===== config.mk =====
export PLATFORM = sky130hd
export DESIGN_NAME = comb_row_reader
export DESIGN_NICKNAME = d
export VERILOG_FILES = /design/src/rtl/comb_pkg.sv /design/src/rtl/comb_row_fifo.sv /design/src/rtl/comb_row_reader.sv
export SDC_FILE = /design/constraint.sdc
export NUM_CORES = 1
export LEC_CHECK = 0
export ABC_AREA = 1
export CORE_MARGIN = 2
export CORE_UTILIZATION = 47
export CTS_BUF_LIST = sky130_fd_sc_hd__clkbuf_8
export DETAILED_ROUTE_END_ITERATION = 10
export HOLD_SLACK_MARGIN = 0.05
export PLACE_DENSITY_LB_ADDON = 0.3
export SYNTH_ARGS = -nofsm -noshare
export SYNTH_HDL_FRONTEND = slang
export SYNTH_SLANG_ARGS = --single-unit

===== constraint.sdc =====
create_clock -name clk -period 2.8 [get_ports clk]
set_input_delay 0.56 -clock clk [delete_from_list [all_inputs] [get_ports clk]]
set_output_delay 0.56 -clock clk [all_outputs]
set_load 0.02 [all_outputs]

===== src/rtl/comb_pkg.sv =====
// ============================================================================
// Module      : comb_pkg
// Description : Shared types for the combination-stage row reader and FIFO.
// Revision    : 1.0 - initial release
// ============================================================================
`default_nettype none

package comb_pkg;

  // Row geometry of the combination result buffer (product rows x elements).
  localparam int COMB_NUM_ROWS       = 6;
  localparam int COMB_IDX_W          = $clog2(COMB_NUM_ROWS);
  localparam int COMB_WM_NUM_OF_COLS = 3;
  localparam int COMB_DOT_PROD_WIDTH = 16;
  localparam int COMB_ROW_W          = COMB_WM_NUM_OF_COLS * COMB_DOT_PROD_WIDTH;

  typedef enum logic [1:0] {
    IDLE = 2'd0,
    RUN  = 2'd1,
    DONE = 2'd2
  } comb_rd_state_t;

  typedef struct packed {
    logic [COMB_ROW_W-1:0] data;
    logic [COMB_IDX_W-1:0] idx;
  } comb_row_t;

endpackage : comb_pkg

`default_nettype wire


===== src/rtl/comb_row_fifo.sv =====
// ============================================================================
// Module      : comb_row_fifo
// Description : 2-entry synchronous FIFO of comb_row_t used at stage boundaries.
// Revision    : 1.0 - initial release
// ============================================================================
`default_nettype none

module comb_row_fifo
  import comb_pkg::*;
(
  input  logic       clk,
  input  logic       reset,
  input  logic       i_push,
  input  comb_row_t  i_push_row,
  input  logic       i_pop,
  output comb_row_t  o_head,
  output logic [1:0] o_count
);

  comb_row_t  r_mem [2];
  logic       r_wr_ptr;
  logic       r_rd_ptr;
  logic [1:0] r_count;
  logic       w_push;
  logic       w_pop;

  // A push into a full FIFO is only taken when the head leaves the same cycle.
  assign w_pop  = i_pop && (r_count != 2'd0);
  assign w_push = i_push && ((r_count != 2'd2) || w_pop);

  always_ff @(posedge clk) begin
    if (reset) begin
      r_mem[0] <= '0;
      r_mem[1] <= '0;
      r_wr_ptr <= 1'b0;
      r_rd_ptr <= 1'b0;
      r_count  <= 2'd0;
    end else begin
      if (w_push) begin
        r_mem[r_wr_ptr] <= i_push_row;
        r_wr_ptr        <= ~r_wr_ptr;
      end
      if (w_pop) begin
        r_rd_ptr <= ~r_rd_ptr;
      end
      case ({w_push, w_pop})
        2'b10:   r_count <= r_count + 2'd1;
        2'b01:   r_count <= r_count - 2'd1;
        default: r_count <= r_count;
      endcase
    end
  end

  assign o_head  = r_mem[r_rd_ptr];
  assign o_count = r_count;

endmodule : comb_row_fifo

`default_nettype wire


===== src/rtl/comb_row_reader.sv =====
// ============================================================================
// Module      : comb_row_reader
// Description : Drains completed rows of the combination result buffer, in
//               order, onto a valid/ready stream towards aggregation.
// Revision    : 1.0 - initial release
// ============================================================================
`default_nettype none

module comb_row_reader
  import comb_pkg::*;
#(
  parameter int COO_NUM_OF_COLS = 6,
  parameter int COO_BW          = $clog2(COO_NUM_OF_COLS),
  parameter int WM_NUM_OF_COLS  = 3,
  parameter int DOT_PROD_WIDTH  = 16
) (
  input  logic                                   clk,
  input  logic                                   reset,
  input  logic                                   start,
  input  logic [COO_BW:0]                        comb_rows_written,
  output logic                                   read_en,
  output logic [COO_BW-1:0]                      read_addr,
  input  logic [WM_NUM_OF_COLS*DOT_PROD_WIDTH-1:0] read_data,
  output logic                                   out_valid,
  input  logic                                   out_ready,
  output logic [WM_NUM_OF_COLS*DOT_PROD_WIDTH-1:0] out_data,
  output logic [COO_BW-1:0]                      out_row_idx,
  output logic                                   done
);

  localparam logic [COO_BW-1:0] C_LAST_ROW = COO_BW'(COO_NUM_OF_COLS - 1);

  comb_rd_state_t    r_state;
  comb_rd_state_t    w_state_nxt;
  logic [COO_BW-1:0] r_rd_ptr;
  logic [COO_BW-1:0] r_tag;
  logic              r_issued_all;
  logic              r_inflight;

  logic              w_fire;
  logic              w_issue;
  logic              w_room;
  logic [2:0]        w_occ;
  logic [1:0]        w_count;
  comb_row_t         w_push_row;
  comb_row_t         w_head;

  assign w_fire = out_valid & out_ready;

  // Entries held plus the row still in the buffer pipeline must fit in two slots.
  assign w_occ  = {1'b0, w_count} + {2'b00, r_inflight};
  assign w_room = (w_occ < 3'd2) || (w_fire && (w_occ == 3'd2));

  assign w_issue = (r_state == RUN) && !r_issued_all
                && ({1'b0, r_rd_ptr} < comb_rows_written) && w_room;

  assign read_en   = w_issue;
  assign read_addr = r_rd_ptr;

  always_ff @(posedge clk) begin
    if (reset) begin
      r_state <= IDLE;
    end else begin
      r_state <= w_state_nxt;
    end
  end

  always_comb begin
    w_state_nxt = r_state;
    done        = 1'b0;
    case (r_state)
      IDLE: begin
        if (start) begin
          w_state_nxt = RUN;
        end
      end
      RUN: begin
        // Leave as the last row is popped so done follows the final fire directly.
        if (r_issued_all && !r_inflight && (w_count == {1'b0, w_fire})) begin
          w_state_nxt = DONE;
        end
      end
      DONE: begin
        done        = 1'b1;
        w_state_nxt = IDLE;
      end
      default: begin
        w_state_nxt = IDLE;
      end
    endcase
  end

  always_ff @(posedge clk) begin
    if (reset) begin
      r_rd_ptr     <= '0;
      r_tag        <= '0;
      r_issued_all <= 1'b0;
      r_inflight   <= 1'b0;
    end else begin
      r_inflight <= w_issue;
      if ((r_state == IDLE) && start) begin
        r_rd_ptr     <= '0;
        r_issued_all <= 1'b0;
      end else if (w_issue) begin
        r_tag <= r_rd_ptr;
        if (r_rd_ptr == C_LAST_ROW) begin
          r_rd_ptr     <= '0;
          r_issued_all <= 1'b1;
        end else begin
          r_rd_ptr <= r_rd_ptr + 1'b1;
        end
      end
    end
  end

  assign w_push_row.data = read_data;
  assign w_push_row.idx  = r_tag;

  comb_row_fifo u_row_fifo (
    .clk        (clk),
    .reset      (reset),
    .i_push     (r_inflight),
    .i_push_row (w_push_row),
    .i_pop      (w_fire),
    .o_head     (w_head),
    .o_count    (w_count)
  );

  assign out_valid   = (w_count != 2'd0);
  assign out_data    = w_head.data;
  assign out_row_idx = w_head.idx;

endmodule : comb_row_reader

`default_nettype wire


* After elaboration in Yosys (flattened, before gate mapping)
Memory sizes are Yosys's and may differ from the RTL's. A register that Yosys moved wholly into a read port is not among the register bits.
Cells that the tools add are included.
** Operators by class
- Add/subtract/negate cells :: 4
- $lt $le $gt $ge :: 2
- Equal/unequal tests :: 10
- Multiplexer cells :: 16
- Bitwise logic cells :: 4
- Reductions and logical operators :: 21
** Operator list (number)
- two-way mux 51 bit :: 1
- OR reduction 51 bit :: 1
- two-way mux 1 bit :: 10
- logical AND 1 bit :: 9
- one-hot mux 2 bit (2 select lines) :: 2
- AND reduction 2 bit :: 3
- equality test 2 x 1 -> 1 bit, second input constant :: 2
- equality test 2 bit, second input constant :: 2
- less-than comparator 3 x 4 -> 1 bit :: 1
- two-way mux 2 bit :: 2
- != test 2 bit, second input constant :: 2
- nonzero test 2 bit :: 2
- adder 2 x 1 -> 3 bit :: 1
- adder 3 x 1 -> 3 bit, second input constant :: 1
- equality test 3 x 2 -> 1 bit, second input constant :: 1
- equality test 3 bit, second input constant :: 1
- less-than comparator 3 x 2 -> 1 bit, second input constant :: 1
- two-way mux 3 bit :: 1
- NOT 1 bit :: 3
- adder 2 x 1 -> 2 bit, second input constant :: 1
- equality test 2 x 1 -> 1 bit :: 1
- zero test 1 bit :: 2
- zero test 2 bit :: 1
- logical OR 1 bit :: 2
- 4 further kinds :: 4
** Storage, ports and cells
- Bits in registers :: 14
- Memory bits (writable) :: 102
- Word-level logic and storage cells :: 66
- Memories kept :: 1
** Memory list
- u_row_fifo.r_mem :: depth 2, width 51, read ports 1, clocked after Yosys merged registers in 1, write ports 2, RTL line comb_row_fifo.sv:20 : comb_row_t r_mem [2];

* Logic depth before layout (Yosys ltp)
Gate-level depths: netlist of run 1.
- Depth in word-level cells :: 10
- Gate-level depth with buffers :: 11

* Hierarchy
From an unflattened synthesis of run 1, not the netlist that was laid out.
** Second synthesis, totals
- Cell total of the unflattened synthesis :: 451
- Area total of the unflattened synthesis :: 5322.6 um2
** By module, submodules not included
- comb_row_fifo :: times used 1, cells each 360, area an instance 4704.5 um2
- comb_row_reader :: times used 1, cells each 91, area an instance 618.1 um2

* Worst setup path before layout of run 1
Ideal clock, no wire load.
- Path kind :: input port to flip-flop
- Start :: in out_ready
- End :: mem u_row_fifo.r_mem[0][0] (netlist bit) (enable)
- Library setup time :: 410 ps
- Data arrival time :: 2239 ps
- Data required time :: 2390 ps
- Setup slack :: 151 ps
- Stages on the path :: 7
- Path buffers :: 1
- Path through :: inv_1 -> nand3_2 -> nand2_2 -> nor2_2 -> nand2_2 -> buf_6 -> nand2_1
** RTL lines
- from (decl) :: RTL line comb_row_reader.sv:25 : input logic out_ready,
- to (decl) :: RTL line comb_row_fifo.sv:20

==> results of run 1 <==
-- sequential cells by signal (all words and copies together) (netlist names), named ones only --
register             cells
read_addr                3
u_row_fifo.r_wr_ptr      1
u_row_fifo.o_count       2
r_state                  2
u_row_fifo.r_mem       102
r_tag                    3
r_inflight               1
r_issued_all             1
u_row_fifo.r_rd_ptr      1
-- cell families after synthesis --
kind of cell,count (synthesis)
AO/OA/AOI/OAI,20
XOR/XNOR,1
adder cells (fa/ha/maj),6
buffers and inverters,91
flip-flops,117
multiplexers,51
AND/OR/NAND/NOR,151
-- cell type report --
cell class	instances	area, sq um	share of cell area (%)
clock inverters	12	112.6	1.647
flip-flops and latches	117	3366	49.22
repair buffers	124	1231	18.01
well taps	140	175.2	2.562
clock buffers	20	275.3	4.026
inverters	74	282.8	4.135
multi-input cells	229	1395	20.40
-- critical path, stage by stage (launching register included) --
cell and delay [ps]:
dfxtp_2 320, buf_4 330, mux2_2 390, clkdlybuf4s50_1 550
-- cells in the mapped netlist, types with 5 or more instances --
library cell	number
a21oi_1	10
buf_2	11
buf_6	5
dfxtp_1	15
edfxtp_1	102
ha_1	6
inv_1	72
mux2_2	51
nand2_1	17
nand3_1	5
nor2_1	116
o21ai_0	9
-- routing by layer --
layer,track usage [%],wire length [um],up-vias
met2,30.76,5192,100
met5,0,0,-
met4,7.051,97,0
met1,21.22,4219,1614
met3,6.993,660,7
li1,-,-,1678
-- report_power, final --
part / switching, W / internal [W] / total, W
logic: 0.000360 / 0.000358 / 0.000718
clock network: 0.000640 / 0.000844 / 0.00148
registers: 0.0000325 / 0.00199 / 0.00202
-- repair_timing --
| item | 4_1_cts | 5_1_grt |
|---|---|---|
| setup endpoints to repair | 1 | 1 |
| resized for setup | 1 | 3 |
| pin swaps | 0 | 0 |
| buffers inserted | 0 | 0 |
-- path summary, 6_finish.rpt --
| kind | endpoint | slack (ps) | startpoint |
|---|---|---|---|
| setup reg to reg | r_tag[1]$_SDFFE_PP0P_ | 1000 | r_inflight$_SDFF_PP0_ |
| hold / removal | r_state[1]$_SDFFE_PP0P_ | 450 | r_state[1]$_SDFFE_PP0P_ |
| hold reg to reg | r_state[1]$_SDFFE_PP0P_ | 450 | r_state[1]$_SDFFE_PP0P_ |
| setup / recovery | out_data[18] | 210 | register |
-- stage by stage --
step / area [sq um] / util (%) / power, W / hold slack (ps)
floorplan: 5151 / - / 0.002449 / 420.2
global placement: 6454 / 60.06 / 0.002767 / 434.8
detailed placement: 6454 / 60.06 / 0.002781 / 435.0
CTS: 6840 / 63.66 / 0.004258 / 454.8
global route: 6838 / 63.64 / 0.004391 / 478.3
finish: 6838 / 63.64 / 0.004221 / 452.5
==> metrics.md, run 1 <==
| Metric | Value |
|---|---|
| Outcome | completed |
| Worst-margin pin slew | 383.1 ps |
| Max-cap violation count | 0 |
| Tot GR Track Use | 18.29% |
| Clock buffer depth | 2 |
| Endpoints failing hold | 0 |
| Setup TNS Final | 0 ps |
| Setup Viol. Count Final | 0 |
| Via density per instance | 4.747 |
| Peak Freq | 386.7 MHz |
| Synth top area cells | edfxtp_1, mux2_2, nor2_1 |
| Post-Route WL | 10170 um |
| Layout area overhead | 32.74% |
| Arrival time at the worst endpoint | 2030 ps |
| Clk sinks | 117 |
| Final Max Tran Viols | 0 |
| Vias in the first global route | 3441 |
| Placement row count | 38 |
| Multiplexer area fraction after synthesis | 11.15% |
| RSZ-0062 raised after global routing | no |
| Worst Setup Path Type | register to output port |
| Overall die area | 0.01181 sq mm |
| Relative slew slack | 74.43% |
| Syn_area_per_cell | 11.79 sq um |
| Compound-cell area share of the yosys netlist | 1.992% |
| Critical Path Source Type | register |
| Initial DRC Count | 152 |
| H-tree lvl count | 4 |
| Yosys warns | 0 |
| Hold Path Depth | 1 |
| Via count | 3399 |
| Clk root buf | clkbuf_8 |
| Yosys top cell by area | edfxtp_1 |
| Worst reg2reg path depth | 11 |
| CTS tree | yes |
| First-pass GRT wire length | 16040 um |
| Largest net degree at the start of global routing | 52 |
| Die Ht | 108.7 um |
| I/O pin cnt | 113 |
| Core area | 0.01075 sq mm |
| Worst hold path type | register to register |
| Synth Instances | 437 |
| Leak | 2.841 nW |
| Synth Area in Adders | 1.457% |
| PortBufs | 112 |
| Worst clock skew | 6.066 ps |
| Synth Register Bits | 117 |
| Reg clk slew, reported paths | 60 ps |
| Filler cell count | 873 |
| Register area share after synthesis | 65.29% |
| Routed wire per std cell | 14.20 um |
| Ant diodes | 0 |
| Worst EP required | 2240 ps |
| Final Non-Filler Cells | 716 |
| Layout cells sized above 1 | 18.75% |
| Post-route ant nets | 0 |
| Detailed Routing Iterations Pass 1 | 4 |
| Final GP Congestion | 0.7699 |
| DRC Markers | 0 |
| Xor and xnor area share after synthesis | 0.1700% |
| Largest family of logic cells by synthesized area | simple AND/OR/NAND/NOR gates |
| Max IR drop VDD | 385.0 uV |
| Synthesized area | 0.005151 sq mm |
| Fraction of registers with async set or reset after synthesis | 0% |
| Pwr/cell area | 617.3 mW/mm^2 |
| Commonest non-fill, non-tap cell in the layout | nor2_1 |
| Setup slack after layout | 214.1 ps |
| TritonCTS Buffers | 17 |
| Worst setup EP type | output port |
| Grt ovf | 0 |
| Commonest cells after routing, fill and taps aside | nor2_1, clkdlybuf4s50_1, edfxtp_1 |
| Insertion delay to the later sink of the worst-skew pair | 430 ps |
| DIE WIDTH | 108.7 um |
| Distinct cells, synth | 26 |
| Final worst path period share | 92.35% |
| Initial Utilization | 47.94% |
| Antenna violations before repair | 0 |
| Primary FF master, synth | edfxtp_1 |
| Syn Nets | 499 |
| Dpl cells | 684 |
| Final nets | 625 |
| Area share of the largest cell type after synthesis | 59.46% |
| Simple-gate area share of the yosys netlist | 12.22% |
| Max FO, Critical Path | 27 |
| CTS Hold Bufs | 0 |
| Minimum clock period | 2586 ps |
| Post-synth EDFFs | 102 |
| Pre-CTS setup slack | -87.18 ps |
| Post-DP HPWL | 6542 um |
No activity file was read; power rests on OpenSTA's default activity.
==> run 2, diff against run 1 <==
--- a/config.mk
+++ b/config.mk
@@ -11,6 +11,7 @@
 export CTS_BUF_LIST = sky130_fd_sc_hd__clkbuf_8
 export DETAILED_ROUTE_END_ITERATION = 10
 export HOLD_SLACK_MARGIN = 0.05
+export MAX_ROUTING_LAYER = met4
 export PLACE_DENSITY_LB_ADDON = 0.3
 export SYNTH_ARGS = -nofsm -noshare
 export SYNTH_HDL_FRONTEND = slang
==> run 2 against run 1 <==
Effect of this change: critical path depth is the same; combinational power about the same; non-clock buffer count did not move; hold slack hardly changed; power hardly changed; critical endpoint unchanged; via count grew 0.24%; register-to-register slack about the same; utilization stayed put; largest cell class unchanged; maximum frequency increased by 0.11%; routed wire length down 0.15%; count of clock-buffer cells in the layout is the same.
==> metrics.md, run 2 (synthesis results as in run 1) <==
| Metric | Value |
|---|---|
| Outcome | completed |
| I/O pin cnt | 113 (unchanged) |
| Detailed Routing Iterations Pass 1 | 4 (unchanged) |
| RSZ-0062 raised after global routing | no |
| Max-cap violation count | 0 (unchanged) |
| Final Max Tran Viols | 0 (unchanged) |
| Layout Utilization | 63.64% (unchanged) |
| Peak Freq | 387.1 MHz (+0.11%) |
| Post-Route WL | 10150 um (-0.15%) |
| Clk root buf | clkbuf_8 |
| Reg clk slew, reported paths | 60 ps (about the same) |
| Largest net degree at the start of global routing | 52 (unchanged) |
| Insertion delay to the later sink of the worst-skew pair | 430 ps (about the same) |
| Leak | 2.841 nW (unchanged) |
| R2R Path End | r_tag[1]$_SDFFE_PP0P_ |
| R2R Setup Slk | 1000 ps (about the same) |
| Worst clock skew | 11.18 ps (+5.111 ps) |
| Worst Setup Path Type | register to output port |
| First-pass GRT wire length | 16050 um (about the same) |
| Clk sinks | 117 (unchanged) |
| Routed wire per std cell | 14.18 um (-0.15%) |
| Antenna violations before repair | 0 (unchanged) |
| Commonest cells after routing, fill and taps aside | nor2_1, clkdlybuf4s50_1, edfxtp_1 |
| Commonest non-fill, non-tap cell in the layout | nor2_1 |
| Initial DRC Count | 134 (-12%) |
| Arrival time at the worst endpoint | 2020 ps (about the same) |
| TritonCTS Buffers | 17 (unchanged) |
| H-tree lvl count | 4 (unchanged) |
| Layout area overhead | 32.74% (unchanged) |
| DIE WIDTH | 108.7 um (unchanged) |
| Grt ovf | 0 (unchanged) |
| Critical path endpoint | out_data[18] |
| Post-DP HPWL | 6542 um (unchanged) |
| Worst reg2reg path depth | 11 (unchanged) |
| Tot GR Track Use | 18.84% (+0.54 points) |
| Slowest CP cell | clkdlybuf4s50_1 |
| Post-route ant nets | 0 (unchanged) |
| Worst EP required | 2240 ps (about the same) |
| PortBufs | 112 (unchanged) |
| Final nets | 625 (unchanged) |
| GR Util met2 | 30.67% (-0.089 points) |
| Core area | 0.01075 sq mm (unchanged) |
| Top reg by flops | u_row_fifo.r_mem |
| Initial Utilization | 47.94% (unchanged) |
| Max reg flops | 102 (unchanged) |
| Setup Viol. Count Final | 0 (unchanged) |
| Pwr/cell area | 616.8 mW/mm^2 (about the same) |
| Endpoints failing hold | 0 (unchanged) |
| GRT busiest layer | met2 |
| Max FO, Critical Path | 27 (unchanged) |
| Fin area | 0.006838 sq mm (unchanged) |
| DRC Markers | 0 (unchanged) |
| Vias in the first global route | 3439 (-0.058%) |
| DP Area | 0.006454 sq mm (unchanged) |
| Max IR drop VDD | 383.5 uV (-0.37%) |
| Layout cells sized above 1 | 18.75% (unchanged) |
| Routing usage on met3 | 7.472% (+0.48 points) |
| CTS tree | yes |
| Ant diodes | 0 (unchanged) |
| Worst hold path type | register to register |
| Worst-margin pin slew | 383.3 ps (+0.2747 ps) |
| CP Cell Sequence | buf_4 -> mux2_2 -> clkdlybuf4s50_1 |
| Pwr Total | 0.004218 W (about the same) |
| Critical Path Source Type | register |
| Placement row count | 38 (unchanged) |
| Overall die area | 0.01181 sq mm (unchanged) |
| Via density per instance | 4.758 (+0.24%) |
| Final worst path period share | 92.25% (-0.10 points) |
| Die Ht | 108.7 um (unchanged) |
| Postcts setup bufs | 0 (unchanged) |
| Relative slew slack | 74.42% (about the same) |
| Met1 usage | 21.33% (+0.12 points) |
| Reg2Reg Launch Point | r_inflight$_SDFF_PP0_ |
| Clock buffer depth | 2 (unchanged) |
| Worst stage delay on the critical path | 550 ps (about the same) |
| Via count | 3407 (+0.24%) |
| Worst setup EP type | output port |
| Minimum clock period | 2583 ps (-2.800 ps) |
| Final hold slack | 452.5 ps (+0.03200 ps) |
| Final GP Congestion | 0.7803 (+1.4%) |
| CTS Hold Bufs | 0 (unchanged) |
## run 2: cell counts in the layout (fill, tap and decap cells not counted)
No cell type changed its count.
## run 2: area by class of cell
cell class	count	area (sq um)
clock buffer	20	275.3
clock inverter	12	112.6
fill	873	3908
inverter	74	282.8
multi-input combinational	229	1395
sequential	117	3366
tap	140	175.2
timing repair buffer	124	1231
## run 2: worst min path at each step
stage,start,to,slack (ps),cells after the start
global route,r_state[1]$_SDFFE_PP0P_,r_state[1]$_SDFFE_PP0P_,480,1
CTS,r_state[1]$_SDFFE_PP0P_,r_state[1]$_SDFFE_PP0P_,450,1
global placement,u_row_fifo.r_rd_ptr$_SDFFE_PP0P_,register,430,1
detailed placement,u_row_fifo.r_rd_ptr$_SDFFE_PP0P_,register,430,1
floorplan,r_state[1]$_SDFFE_PP0P_,r_state[1]$_SDFFE_PP0P_,420,1
finish,r_state[1]$_SDFFE_PP0P_,r_state[1]$_SDFFE_PP0P_,450,1
## run 2: metal layers
layer | share of wire, % | wire length [um]
met1 | 42 | 4224
met2 | 51 | 5128
met3 | 6.9 | 696
met4 | 1.0 | 103
met5 | 0 | 0
## run 2: where the power goes
group | switching (W) | internal [W] | total (W)
sequential | 0.0000324 | 0.00199 | 0.00202
clock | 0.000637 | 0.000844 | 0.00148
combinational | 0.000359 | 0.000358 | 0.000718
total | 0.00103 | 0.00319 | 0.00422
## run 2: critical path, delay by kind of cell (launching register included)
kind / cells / cell delay [ps]
DFF: 1 / 320
muxes: 1 / 390
buffers and inverters: 2 / 880
## run 2: timing repair
| action | 4_1_cts | 5_1_grt |
|---|---|---|
| endpoints found under the setup margin | 1 | 1 |
| pin swaps | 0 | 0 |
| resized for setup | 1 | 3 |
## run 2: per-stage QoR
stage | setup TNS, ps | setup slack [ps] | cells
2_1_floorplan | 0 | 151.2 | 437
3_3_place_gp | -60.25 | -60.25 | 684
3_5_place_dp | -87.18 | -87.18 | 684
4_1_cts | 0 | 39.34 | 716
5_1_grt | 0 | 90.78 | 716
6_report | 0 | 216.9 | 716
